### src/rtl/chaos_key_scheduler_pkg.sv
// Shared constants and FSM state encoding for the chaos key scheduler.
package chaos_pkg;

   localparam int KEY_W = 12;
   localparam int LFSR_W = 12;

   // x^12 + x^6 + x^4 + x + 1, right-shifting Galois tap mask
   localparam logic [LFSR_W-1:0] LFSR_POLY = 12'h829;
   localparam logic [LFSR_W-1:0] LFSR_SEED_DEF = 12'hACE;

   typedef enum logic [2:0] {
      EMPTY = 3'd0,
      LOAD  = 3'd1,
      RUN   = 3'd2,
      PEND  = 3'd3,
      SWAP  = 3'd4
   } ks_state_t;

endpackage

### src/rtl/chaos_key_lfsr.sv
// 12-bit Galois LFSR used to whiten rotated keys; steps only when adv is high.
module chaos_key_lfsr
   import chaos_pkg::*;
#(
   parameter logic [LFSR_W-1:0] SEED = LFSR_SEED_DEF
) (
   input  logic              clk,
   input  logic              rst_n,
   input  logic              adv,
   output logic [LFSR_W-1:0] state
);

   // shift right, fold taps in when the bit shifted out is 1
   always_ff @(posedge clk or negedge rst_n) begin
      if (!rst_n) begin
         state <= SEED;
      end else if (adv) begin
         state <= (state >> 1) ^ (state[0] ? LFSR_POLY : '0);
      end
   end

endmodule

### src/rtl/chaos_key_scheduler.sv
// Key bank plus rotation sequencer feeding the chaos logic unit's gate key.
//
// state | meaning
// EMPTY | no slot loaded yet, waiting for a valid slot
// LOAD  | one cycle, latch lowest valid slot into key
// RUN   | counting down to the next rotation
// PEND  | rotation due, holding key until alu_busy drops
// SWAP  | one cycle, latch next valid slot (optionally whitened)
module chaos_key_scheduler #(
   parameter int          NUM_SLOTS = 4,
   parameter int          KEY_W     = 12,
   parameter int          PERIOD_W  = 16,
   parameter logic [11:0] LFSR_SEED = 12'hACE
) (
   input  logic                         clk,
   input  logic                         rst_n,
   input  logic                         cfg_we,
   input  logic [$clog2(NUM_SLOTS)-1:0] cfg_addr,
   input  logic [KEY_W-1:0]             cfg_wdata,
   input  logic [PERIOD_W-1:0]          period,
   input  logic                         rot_req,
   input  logic                         whiten_en,
   input  logic                         alu_busy,
   output logic [KEY_W-1:0]             key,
   output logic                         key_valid,
   output logic [$clog2(NUM_SLOTS)-1:0] key_idx,
   output logic                         rot_pulse
);
   import chaos_pkg::*;

   localparam int IDX_W = $clog2(NUM_SLOTS);

   logic [KEY_W-1:0]    bank [NUM_SLOTS];
   logic [NUM_SLOTS-1:0] slot_vld;
   ks_state_t            state;
   logic [PERIOD_W-1:0]  cnt;
   logic                 run_first;
   logic [LFSR_W-1:0]    lfsr_q;
   logic [IDX_W-1:0]     low_idx;
   logic [IDX_W-1:0]     next_idx;
   logic [IDX_W-1:0]     cand;
   logic                 found;
   logic                 rot_due;
   logic [KEY_W-1:0]     whiten_mask;

   chaos_key_lfsr #(.SEED(LFSR_SEED)) u_lfsr (
      .clk   (clk),
      .rst_n (rst_n),
      .adv   (state == SWAP),
      .state (lfsr_q)
   );

   // key bank storage; contents survive reset, only valid bits are cleared
   always_ff @(posedge clk) begin
      if (cfg_we) begin
         bank[cfg_addr] <= cfg_wdata;
      end
   end

   // per-slot valid bits
   always_ff @(posedge clk or negedge rst_n) begin
      if (!rst_n) begin
         slot_vld <= '0;
      end else if (cfg_we) begin
         slot_vld[cfg_addr] <= 1'b1;
      end
   end

   // lowest valid slot for initial load
   always_comb begin
      low_idx = '0;
      for (int i = NUM_SLOTS - 1; i >= 0; i--) begin
         if (slot_vld[i]) low_idx = IDX_W'(i);
      end
   end

   // next valid slot after key_idx; offset NUM_SLOTS wraps back onto key_idx itself
   always_comb begin
      next_idx = key_idx;
      found    = 1'b0;
      cand     = '0;
      for (int i = 1; i <= NUM_SLOTS; i++) begin
         cand = key_idx + IDX_W'(i);
         if (!found && slot_vld[cand]) begin
            next_idx = cand;
            found    = 1'b1;
         end
      end
   end

   // the counter is reloaded during the first RUN cycle, so it is ignored there
   always_comb begin
      rot_due     = rot_req || (!run_first && (period != '0) && (cnt == PERIOD_W'(1)));
      whiten_mask = whiten_en ? KEY_W'(lfsr_q) : '0;
   end

   // rotation sequencer with registered key outputs
   always_ff @(posedge clk or negedge rst_n) begin
      if (!rst_n) begin
         state     <= EMPTY;
         key       <= '0;
         key_valid <= 1'b0;
         key_idx   <= '0;
         rot_pulse <= 1'b0;
         cnt       <= '0;
         run_first <= 1'b0;
      end else begin
         rot_pulse <= 1'b0;
         case (state)
            EMPTY: begin
               if (|slot_vld) state <= LOAD;
            end
            LOAD: begin
               key       <= bank[low_idx];
               key_idx   <= low_idx;
               key_valid <= 1'b1;
               rot_pulse <= 1'b1;
               run_first <= 1'b1;
               state     <= RUN;
            end
            RUN: begin
               run_first <= 1'b0;
               if (run_first) begin
                  cnt <= period;
               end else if (cnt != '0) begin
                  cnt <= cnt - PERIOD_W'(1);
               end
               if (rot_due) state <= alu_busy ? PEND : SWAP;
            end
            PEND: begin
               if (!alu_busy) state <= SWAP;
            end
            SWAP: begin
               key       <= bank[next_idx] ^ whiten_mask;
               key_idx   <= next_idx;
               rot_pulse <= 1'b1;
               run_first <= 1'b1;
               state     <= RUN;
            end
            default: state <= EMPTY;
         endcase
      end
   end

endmodule

### config.mk
export PLATFORM = sky130hd
export DESIGN_NAME = chaos_key_scheduler
export DESIGN_NICKNAME = d
export VERILOG_FILES = /design/src/rtl/chaos_key_scheduler_pkg.sv /design/src/rtl/chaos_key_lfsr.sv /design/src/rtl/chaos_key_scheduler.sv
export SDC_FILE = /design/constraint.sdc
export NUM_CORES = 1
export LEC_CHECK = 0
export CORE_ASPECT_RATIO = 0.6
export CORE_MARGIN = 4
export CORE_UTILIZATION = 58
export DETAILED_ROUTE_END_ITERATION = 8
export GPL_TIMING_DRIVEN = 0
export PLACE_DENSITY_LB_ADDON = 0.3
export SLEW_MARGIN = 10
export SYNTH_ARGS = -nofsm -noshare
export SYNTH_HDL_FRONTEND = slang
export SYNTH_SLANG_ARGS = --single-unit
### constraint.sdc
create_clock -name clk -period 1.95 [get_ports clk]
set_input_delay 0.39 -clock clk [delete_from_list [all_inputs] [get_ports clk]]
set_output_delay 0.39 -clock clk [all_outputs]
set_load 0.005 [all_outputs]
* Word level (Yosys, flattened, before mapping) *
Memory sizes are Yosys's and may differ from the RTL's.
Cells that the tools add are included.

word-level totals
  flip-flop bits (word level) = 52
  memory bits (writable) = 48
  bits of input ports = 36
  output and inout bits = 16
  word-level logic and storage cells = 88
  memories = 1

cells by class
  add/subtract/negate cells = 4
  $lt $le $gt $ge = 6
  equality and inequality tests = 8
  multiplexer cells = 36
  bitwise operators = 3
  reductions and logical operators = 21

memory list
  memory  words  width  rd ports  clocked after memory_dff  wr ports  RTL line                   RTL
  bank    4      12     2         0                         1         chaos_key_scheduler.sv:33  logic [KEY_W-1:0] bank [NUM_SLOTS];

operator list
  cell                                                 count
  2-to-1 mux 16 bit                                    2
  nonzero test 16 bit                                  2
  2-to-1 mux 12 bit                                    2
  one-hot mux 12 bit (2 select lines)                  1
  == test 16 x 1 -> 1 bit (second input constant)      1
  2-to-1 mux 2 bit                                     8
  subtractor 16 x 1 -> 16 bit (second input constant)  1
  < comparator 2 x 3 -> 1 bit (second input constant)  5
  2-to-1 mux 3 bit                                     4
  one-hot mux 3 bit (4 select lines)                   1
  XOR 11 x 12 -> 12 bit                                1
  XOR 12 bit                                           1
  2-to-1 mux 1 bit                                     11
  binary-select mux 1 bit (select 2 bit)               4
  == test 3 x 2 -> 1 bit (second input constant)       2
  logical AND 1 bit                                    6
  != test 2 bit (second input constant)                3
  nonzero test 2 bit                                   3
  adder 2 bit (second input constant)                  2
  zero test 1 bit                                      4
  bitwise OR 4 bit                                     1
  one-hot mux 2 bit (2 select lines)                   1
  OR reduction 4 bit                                   1
  == test 3 x 1 -> 1 bit (second input constant)       1
  10 further kinds                                     10

* Depth between registers and ports, before layout *
Gate-level depths: netlist of run 1.
An unclocked memory read counts as a cell.

  depth after elaboration = 16
  mapped depth = 9
  depth with buffers taken out = 8

* Cells and area by module *
A second synthesis of run 1 with hierarchy kept.

unflattened totals
  cell total of the unflattened synthesis = 434
  area, all modules = 5,028.6 um^2

modules (own cells, without submodules)
  module               times used  cells an instance  area an instance (um^2)  sequential area each (um^2)
  chaos_key_scheduler  1           404                4,538.1                  2,442.3
  chaos_key_lfsr       1           30                 490.5                    309.0

* Least setup slack after synthesis of run 1 *
No wires, ideal clock.

  path kind = flip-flop to flip-flop
  start point = register key_idx[1]
  end point = register key[7]
  library setup time = 0.132 ns
  data arrival time = 1.672 ns
  data required time = 1.818 ns
  path slack = 0.146 ns
  stages on the path, launching flop included = 9
  buffers on the path = 2
  clock period less this slack = 1.804 ns
  cell sequence = dfrtp_1 buf_2 nand2b_1 a21o_1 buf_4 and4_4 a211oi_2 o211ai_1 nor3b_2

between the ends
  cells in the longest elaborated chain, start to end = 16
  elaborated cells between the ends (all ways) = 27
  those cells by class = 3 x add/sub; 16 x mux; 1 x bitwise; 6 x reduce/logical; 1 x memory

ends and longest elaborated chain
  item                                    RTL line                    RTL
  start, declared                         chaos_key_scheduler.sv:26   output logic [$clog2(NUM_SLOTS)-1:0] key_idx,
  start signal, assigned                  chaos_key_scheduler.sv:115  key_idx <= low_idx;
  start signal, assigned                  chaos_key_scheduler.sv:135  key_idx <= next_idx;
  adder 2 x 1 -> 2 bit                    chaos_key_scheduler.sv:83   cand = key_idx + IDX_W'(i);
  binary-select mux 1 bit (select 2 bit)  chaos_key_scheduler.sv:84   if (!found && slot_vld[cand]) begin
  2-to-1 mux 1 bit (not written as such)  chaos_key_scheduler.sv:84
  2-to-1 mux 1 bit                        chaos_key_scheduler.sv:84
  zero test 1 bit                         chaos_key_scheduler.sv:84
  logical AND 1 bit                       chaos_key_scheduler.sv:84
  2-to-1 mux 1 bit                        chaos_key_scheduler.sv:84
  zero test 1 bit                         chaos_key_scheduler.sv:84
  logical AND 1 bit                       chaos_key_scheduler.sv:84
  2-to-1 mux 1 bit                        chaos_key_scheduler.sv:84
  zero test 1 bit                         chaos_key_scheduler.sv:84
  logical AND 1 bit                       chaos_key_scheduler.sv:84
  2-to-1 mux 2 bit *                      chaos_key_scheduler.sv:84
  memory read (4 x 12 bit) *              n/a
  XOR 12 bit *                            chaos_key_scheduler.sv:134  key <= bank[next_idx] ^ whiten_mask;
  one-hot mux 12 bit (2 select lines) *   chaos_key_scheduler.sv:109  case (state)
  end signal, assigned                    chaos_key_scheduler.sv:114  key <= bank[low_idx];
  end signal, assigned                    chaos_key_scheduler.sv:134
  end, declared                           chaos_key_scheduler.sv:24   output logic [KEY_W-1:0] key,

Mark *: on every way between the ends. The rest lies on a longest branch, timed or not. The select of a mux whose other input is x is not followed.
A chain may end at the register's enable or synchronous reset.

* Final worst setup path of run 1 *
  start point = register slot_vld[2]
  end point = register key[6]

between the ends
  cells in the longest elaborated chain, start to end = 15
  elaborated cells between the ends (all ways) = 27
  those cells by class = 19 x mux; 1 x bitwise; 6 x reduce/logical; 1 x memory

ends and longest elaborated chain
  item                                    RTL line                    RTL
  start, declared                         chaos_key_scheduler.sv:34   logic [NUM_SLOTS-1:0] slot_vld;
  start signal, assigned                  chaos_key_scheduler.sv:63   slot_vld <= '0;
  start signal, assigned by index         chaos_key_scheduler.sv:65   slot_vld[cfg_addr] <= 1'b1;
  binary-select mux 1 bit (select 2 bit)  chaos_key_scheduler.sv:84
  2-to-1 mux 1 bit (not written as such)  chaos_key_scheduler.sv:84
  2-to-1 mux 1 bit                        chaos_key_scheduler.sv:84
  zero test 1 bit                         chaos_key_scheduler.sv:84
  logical AND 1 bit                       chaos_key_scheduler.sv:84
  2-to-1 mux 1 bit                        chaos_key_scheduler.sv:84
  zero test 1 bit                         chaos_key_scheduler.sv:84
  logical AND 1 bit                       chaos_key_scheduler.sv:84
  2-to-1 mux 1 bit                        chaos_key_scheduler.sv:84
  zero test 1 bit                         chaos_key_scheduler.sv:84
  logical AND 1 bit                       chaos_key_scheduler.sv:84
  2-to-1 mux 2 bit                        chaos_key_scheduler.sv:84
  memory read (4 x 12 bit) *              n/a
  XOR 12 bit                              chaos_key_scheduler.sv:134
  one-hot mux 12 bit (2 select lines) *   chaos_key_scheduler.sv:109

Marks and branches as above.

==> impl_metrics.tcl, run 1 <==
set metrics [dict create \
    status "finished, violations left" \
    violations "setup timing" \
    max_slew_margin 0.404 \
    vdd_drop_max_mv 0.829 \
    drive_above_1_share 0.263 \
    routed_wl_um 18700 \
    nNetsFinal 685 \
    wl_per_cell_um 23.9 \
    crit_required_ns 2.20 \
    period_share 1.05 \
    clk_path_buf_depth 2 \
    cap_violations 0 \
    antenna_found_initial 0 \
    initial_core_util 0.603 \
    grt_overflow 0 \
    crit_type "reg -> reg" \
    dp_slack_ns -0.481 \
    fmax_ghz 0.487 \
    vias_per_cell 7.06 \
    grt_pass1_vias 5052 \
    diodes 0 \
    timing.hold.ws_ns 0.0989 \
    start_kind "flip-flop" \
    insertion_delay_ns 0.36 \
    synth_top_area_share 0.257 \
    drv_slew 0 \
    fin_util 0.786 \
    syn-cell-area_sq_um 5600 \
    power_frac_clock 0.187 \
    postCtsHoldBufs 0 \
    yosys_warnings 0 \
    syn_inst 556 \
    syn_area_per_cell_sq_um 10.1 \
    switchingPower_mw 4.41 \
    gp_congestion 0.983 \
    core_sq_um 9290 \
    rsz0062_at_grt "true" \
    drtIter0Drc 1067 \
    cp_max_fo 10 \
    yosys.area.top_type "edfxtp_1" \
    ys_top_cells_by_count "edfxtp_1, a21oi_1, dfrtp_1, nand2_1, nand4_1" \
    crit_arrival_ns 2.30 \
    dr.pass1.iters 8 \
    yosys_register_bits 100 \
    setup_viol 21 \
    synth.most_common_cell "edfxtp_1" \
    pwr-share-seq 0.314 \
    hold_path.class "in -> async" \
    synth_cell_types 66 \
    r2r_setup_slack_ns -0.10 \
    synthTopCellsByArea "edfxtp_1, dfrtp_1, a21oi_1" \
    grt_pass1_wl_um 26800 \
    die-area_sq_um 11300 \
    io_pins 52 \
    drc 0 \
    num_rows 27 \
    cts_tree "built" \
    p_int_mw 6.33 \
    tightest_slew_ns 0.893 \
    cts_sinks 100 \
    p_per_area_nw_per_um2 1470 \
    die_height_um 84.1 \
    ys.flop_type "edfxtp_1" \
    num_vias 5517 \
    synth_nets 595 \
    grt_max_degree 30 \
    final_antenna_net_count 0 \
    grtUsageTotal 0.304 \
    dp_hpwl_um 12200 \
    clk_root_buffer_cell "clkbuf_16" \
    layout_min_cycle_time_ns 2.05 \
    area_delta_synth_final_pct 30.3 \
    p_comb_frac 0.500 \
    skew_ns 0.00766 \
    cts.htree.levels 3 \
    cts_buffers 9 \
    portBuffers 51 \
    hold_viol 0 \
    p_sw_frac 0.411 \
    path_clk_slew_ns 0.07 \
    synth_edf_count 48 \
    reg2reg_depth 8 \
    yosysSeqAreaShare 0.491 \
    dieWidth_um 135 \
    r2r_start "slot_vld[2]" \
    setup_slack_ns -0.103 \
    reg2reg_to "key[6]" \
    p_leak_nw 2.71 \
    async_flop_share 0.520 \
    cp-end-kind "flip-flop" \
    power_mw 10.7 \
]
## worst max path at each step
stage                 from          to  slack [ns]  depth (start not counted)
6_report       slot_vld[2]      key[6]       -0.10                          8
5_1_grt        slot_vld[2]      key[9]       -0.15                          8
4_1_cts        slot_vld[0]     key[10]       -0.07                          8
3_5_place_dp   cfg_addr[1]  bank[2][0]       -0.48                          3
3_3_place_gp         rst_n     key[10]       -1.16                          1
2_1_floorplan   key_idx[1]      key[7]        0.15                          8
## layer usage
metal / routed length, um / global-route usage / up-vias
li1: - / - / 2303
met1: 7190 / 0.427 / 2605
met2: 8080 / 0.439 / 519
met3: 2810 / 0.107 / 90
met4: 592 / 0.105 / 0
met5: 0 / 0 / -
## logic make-up after synthesis
group / Yosys count / share of synthesized area
flops: 100 / 0.491
mux: 10 / 0.0221
simple gates: 222 / 0.234
buf+inv: 52 / 0.0483
xor+xnor: 4 / 0.00625
fa+ha+maj: 3 / 0.00670
compound gates: 165 / 0.191
## through the flow
step	cells	instance area, sq um	setup TNS (ns)
after floorplan	556	5600	0
after global placement	737	6270	-82.24
after detailed placement	739	6310	-15.92
after CTS	763	6860	-0.0801
after global routing	781	7300	-2.03
final	781	7300	-0.789
## flip-flops by register name, summed over array words and instances, names as in the netlist
register and flops:
slot_vld 4, key 12, u_lfsr.state 12, rot_pulse 1
run_first 1, key_valid 1, state 3, key_idx 2
bank 48, cnt 16
## timing repair
action                     in CTS  in global routing
pin swaps                      14                 17
resized for setup              37                 67
gates cloned                    0                  4
buffers inserted                8                 15
setup endpoints to repair      48                 32
## power by group through the flow
stage	Sequential (mW)	Clock [mW]	Combinational, mW
floorplan	3.18	0	2.77
global placement	3.28	0	3.86
detailed placement	3.32	0	4.03
CTS	3.29	1.99	4.36
global route	3.42	2.10	5.61
finish	3.36	2.00	5.36
## cell type report
| cell class | instances | area, sq um |
|---|---|---|
| sequential | 100 | 2760 |
| buffer | 41 | 323 |
| inverter | 10 | 37.5 |
| clock buffer | 12 | 289 |
| multi-input combinational | 405 | 2900 |
| fill | 532 | 1990 |
| clock inverter | 4 | 48.8 |
| tap | 130 | 163 |
| timing repair buffer | 79 | 783 |
## critical path, stage by stage (launching register included)
cell      delay (ns)
dfrtp_1         0.35
buf_6           0.17
nand2b_1        0.26
nor2_2          0.09
buf_6           0.16
o31ai_1         0.37
nand3_1         0.17
a21oi_1         0.17
and3b_1         0.19
## cells in the final DEF (no fill, tap or decap), types with 4 or more instances in the layout
master           Yosys  routed
a2bb2oi_1            8       8
buf_6                3      16
nand3_1             20      17
a211oi_2             3       5
nor3b_1              6       4
nor3b_2              9       9
nor2_1              28      23
xnor2_1              4       4
buf_4                6      27
o21ai_1             19      17
nor4_2               0       6
nor3_1              15      14
inv_1               10       8
and3_1               5       4
nor4_1              12       6
o31ai_1             18      15
nand3b_1            10      10
clkdlybuf4s50_1      0      50
a21oi_2              2       4
a211oi_1             9       6
clkbuf_2             0       6
edfxtp_1            48      48
nand4_1             30      30
dfstp_2              7       7
clkbuf_1            14       6
and2_1               9       9
a22oi_1              5       5
o21ai_0             23      23
nand2_1             43      42
mux2_2               9       9
a21oi_1             45      41
o22ai_1             12      11
nand2b_1            13      11
dfrtp_1             45      42
nand3_2              2       4
buf_2               15       5
clkbuf_16            0      12
No activity file was read; power rests on OpenSTA's default activity.
==> run 2: changes to the inputs <==
CORE_UTILIZATION = 52   (was 58)
clock period = 1.87 ns   (was 1.95 ns; I/O delays follow)
==> run 2 against run 1 <==
The run still ends with setup timing left. Clock skew increased by 0.0012 ns. Non-clock buffer count increased by 10. Critical endpoint is now key[10]. Critical path depth unchanged. Sequential share of layout area decreased by 1.4 points. Register-to-register slack got worse by 0.04 ns. Cell count increased by 2.3%. Global-route usage decreased by 1.4 points.
==> impl_metrics.tcl, run 2 (synthesis gave the netlist of run 1 again) <==
set metrics [dict create \
    hold_viol 0 \
    p_per_area_nw_per_um2 1530 \
    vdd_drop_max_mv 0.798 \
    clk_path_buf_depth 2 \
    fmax_ghz 0.497 \
    drv_slew 0 \
    crit_type "reg -> reg" \
    antenna_found_initial 0 \
    rsz0062_at_grt "true" \
    dieWidth_um 142 \
    num_vias 5618 \
    setup_slack_ns -0.143 \
    regMostFlops "bank" \
    skew_ns 0.00883 \
    cp-end-kind "flip-flop" \
    tightest_slew_ns 0.808 \
    hold_path.class "in -> async" \
    cts_tree "built" \
    grt_pass1_wl_um 27800 \
    io_pins 52 \
    status "finished, violations left" \
    grtUsageTotal 0.290 \
    grt_max_degree 53 \
    cts_buffers 9 \
    crit_arrival_ns 2.26 \
    violations "setup timing" \
    final_cell_mix "clkdlybuf4s50_1, edfxtp_1, dfrtp_1, nand2_1, a21oi_1" \
    insertion_delay_ns 0.36 \
    tns_ns -0.985 \
    start_kind "flip-flop" \
    dp_hpwl_um 12000 \
    area_delta_synth_final_pct 35.5 \
    top_regs "bank x48, cnt x16" \
    cts_sinks 100 \
    vias_per_cell 7.03 \
    max_slew_margin 0.461 \
    path_clk_slew_ns 0.08 \
    cp_max_fo 10 \
    wl_per_cell_um 25.3 \
    clk_root_buffer_cell "clkbuf_16" \
    portBuffers 51 \
    drive_above_1_share 0.317 \
    routed_wl_um 20200 \
    cts.htree.levels 3 \
    layout_min_cycle_time_ns 2.01 \
    gp_congestion 0.957 \
    crit_required_ns 2.11 \
    final_antenna_net_count 0 \
    drc 0 \
    dp.cells 747 \
    largest_reg_flops 48 \
    die-area_sq_um 12500 \
    period_share 1.08 \
    final_common_cell "clkdlybuf4s50_1" \
    nNetsFinal 694 \
    drtIter0Drc 973 \
    dr.pass1.iters 6 \
    postCtsHoldBufs 0 \
    reg2reg_depth 8 \
    diodes 0 \
    initial_core_util 0.532 \
    grt_pass1_vias 5225 \
    p_leak_nw 2.80 \
    grt_overflow 0 \
    final_cells 799 \
    cap_violations 0 \
    die_height_um 88.4 \
    nFillCells 679 \
    core_sq_um 10500 \
    setup_viol 17 \
    num_rows 29 \
]
==> run 2: cell types whose count changed in the layout (fill, tap and decap cells not counted), moves of 4 or more <==
cell / change
a21oi_1: -5
a21oi_2: +5
buf_4: +8
buf_6: +5
clkbuf_2: -4
nand3_1: -13
nand3_2: +10
==> run 2: cell type report <==
| type | count | area (sq um) | area share |
|---|---|---|---|
| Multi-Input combinational cell | 404 | 3080 | 0.406 |
| Clock buffer | 10 | 250 | 0.0330 |
| Tap cell | 139 | 174 | 0.0229 |
| Sequential cell | 100 | 2760 | 0.363 |
| Timing Repair Buffer | 91 | 893 | 0.118 |
| Inverter | 10 | 37.5 | 0.00495 |
| Clock inverter | 6 | 50.0 | 0.00660 |
| Buffer | 39 | 347 | 0.0457 |
==> run 2: what timing repair did <==
action | in CTS | in global routing
pin swaps | 19 | 51
setup buffers | 16 | 19
resized for setup | 62 | 100
endpoints found under the hold margin | 0 | 0
cloned | 1 | 3
endpoints found under the setup margin | 45 | 48
==> run 2: path summary, 6_finish.rpt <==
check	end	from	slack, ns
worst max-delay path	key[10]	slot_vld[2]	-0.14
worst min-delay path	cnt[11]	rst_n	0.05
worst max register to register	key[10]	slot_vld[2]	-0.14
worst min register to register	key_valid	key_valid	0.48
max in group asynchronous	slot_vld[1]	rst_n	1.31
min in group clk	key_valid	key_valid	0.48
==> run 2: worst max-delay path, stage by stage, from the launching register on <==
cell and delay (ns):
dfrtp_1 0.35, buf_6 0.16, nand2b_4 0.17, a21o_1 0.19, buf_4 0.16, nand3_4 0.19
a211oi_4 0.32, o2111ai_1 0.15, nor3b_2 0.21
==> run 2: power by group <==
| group | leakage (nW) | internal [mW] | switching [mW] |
|---|---|---|---|
| logic | 1.61 | 2.76 | 3.41 |
| clock network | 0.150 | 1.01 | 0.909 |
| registers | 1.04 | 2.88 | 0.629 |
==> run 2: stage by stage <==
step | utilization | setup WS, ns | hold slack, ns | power, mW | area (sq um)
detailed placement | 0.599 | -0.565 | 0.462 | 7.67 | 6300
finish | 0.721 | -0.143 | 0.0477 | 11.6 | 7590
global placement | 0.597 | -1.52 | 0.455 | 7.50 | 6280
CTS | 0.664 | -0.138 | 0.0781 | 10.3 | 6980
global route | 0.721 | -0.202 | 0.0969 | 12.0 | 7590
floorplan | - | 0.0660 | 0.0784 | 6.21 | 5600
==> run 2: routing by layer <==
layer / share of wire / track usage / up-vias
met5: 0 / 0 / -
met4: 0.043 / 0.0932 / 0
met3: 0.14 / 0.124 / 103
met2: 0.43 / 0.414 / 494
met1: 0.38 / 0.400 / 2692
li1: - / - / 2329
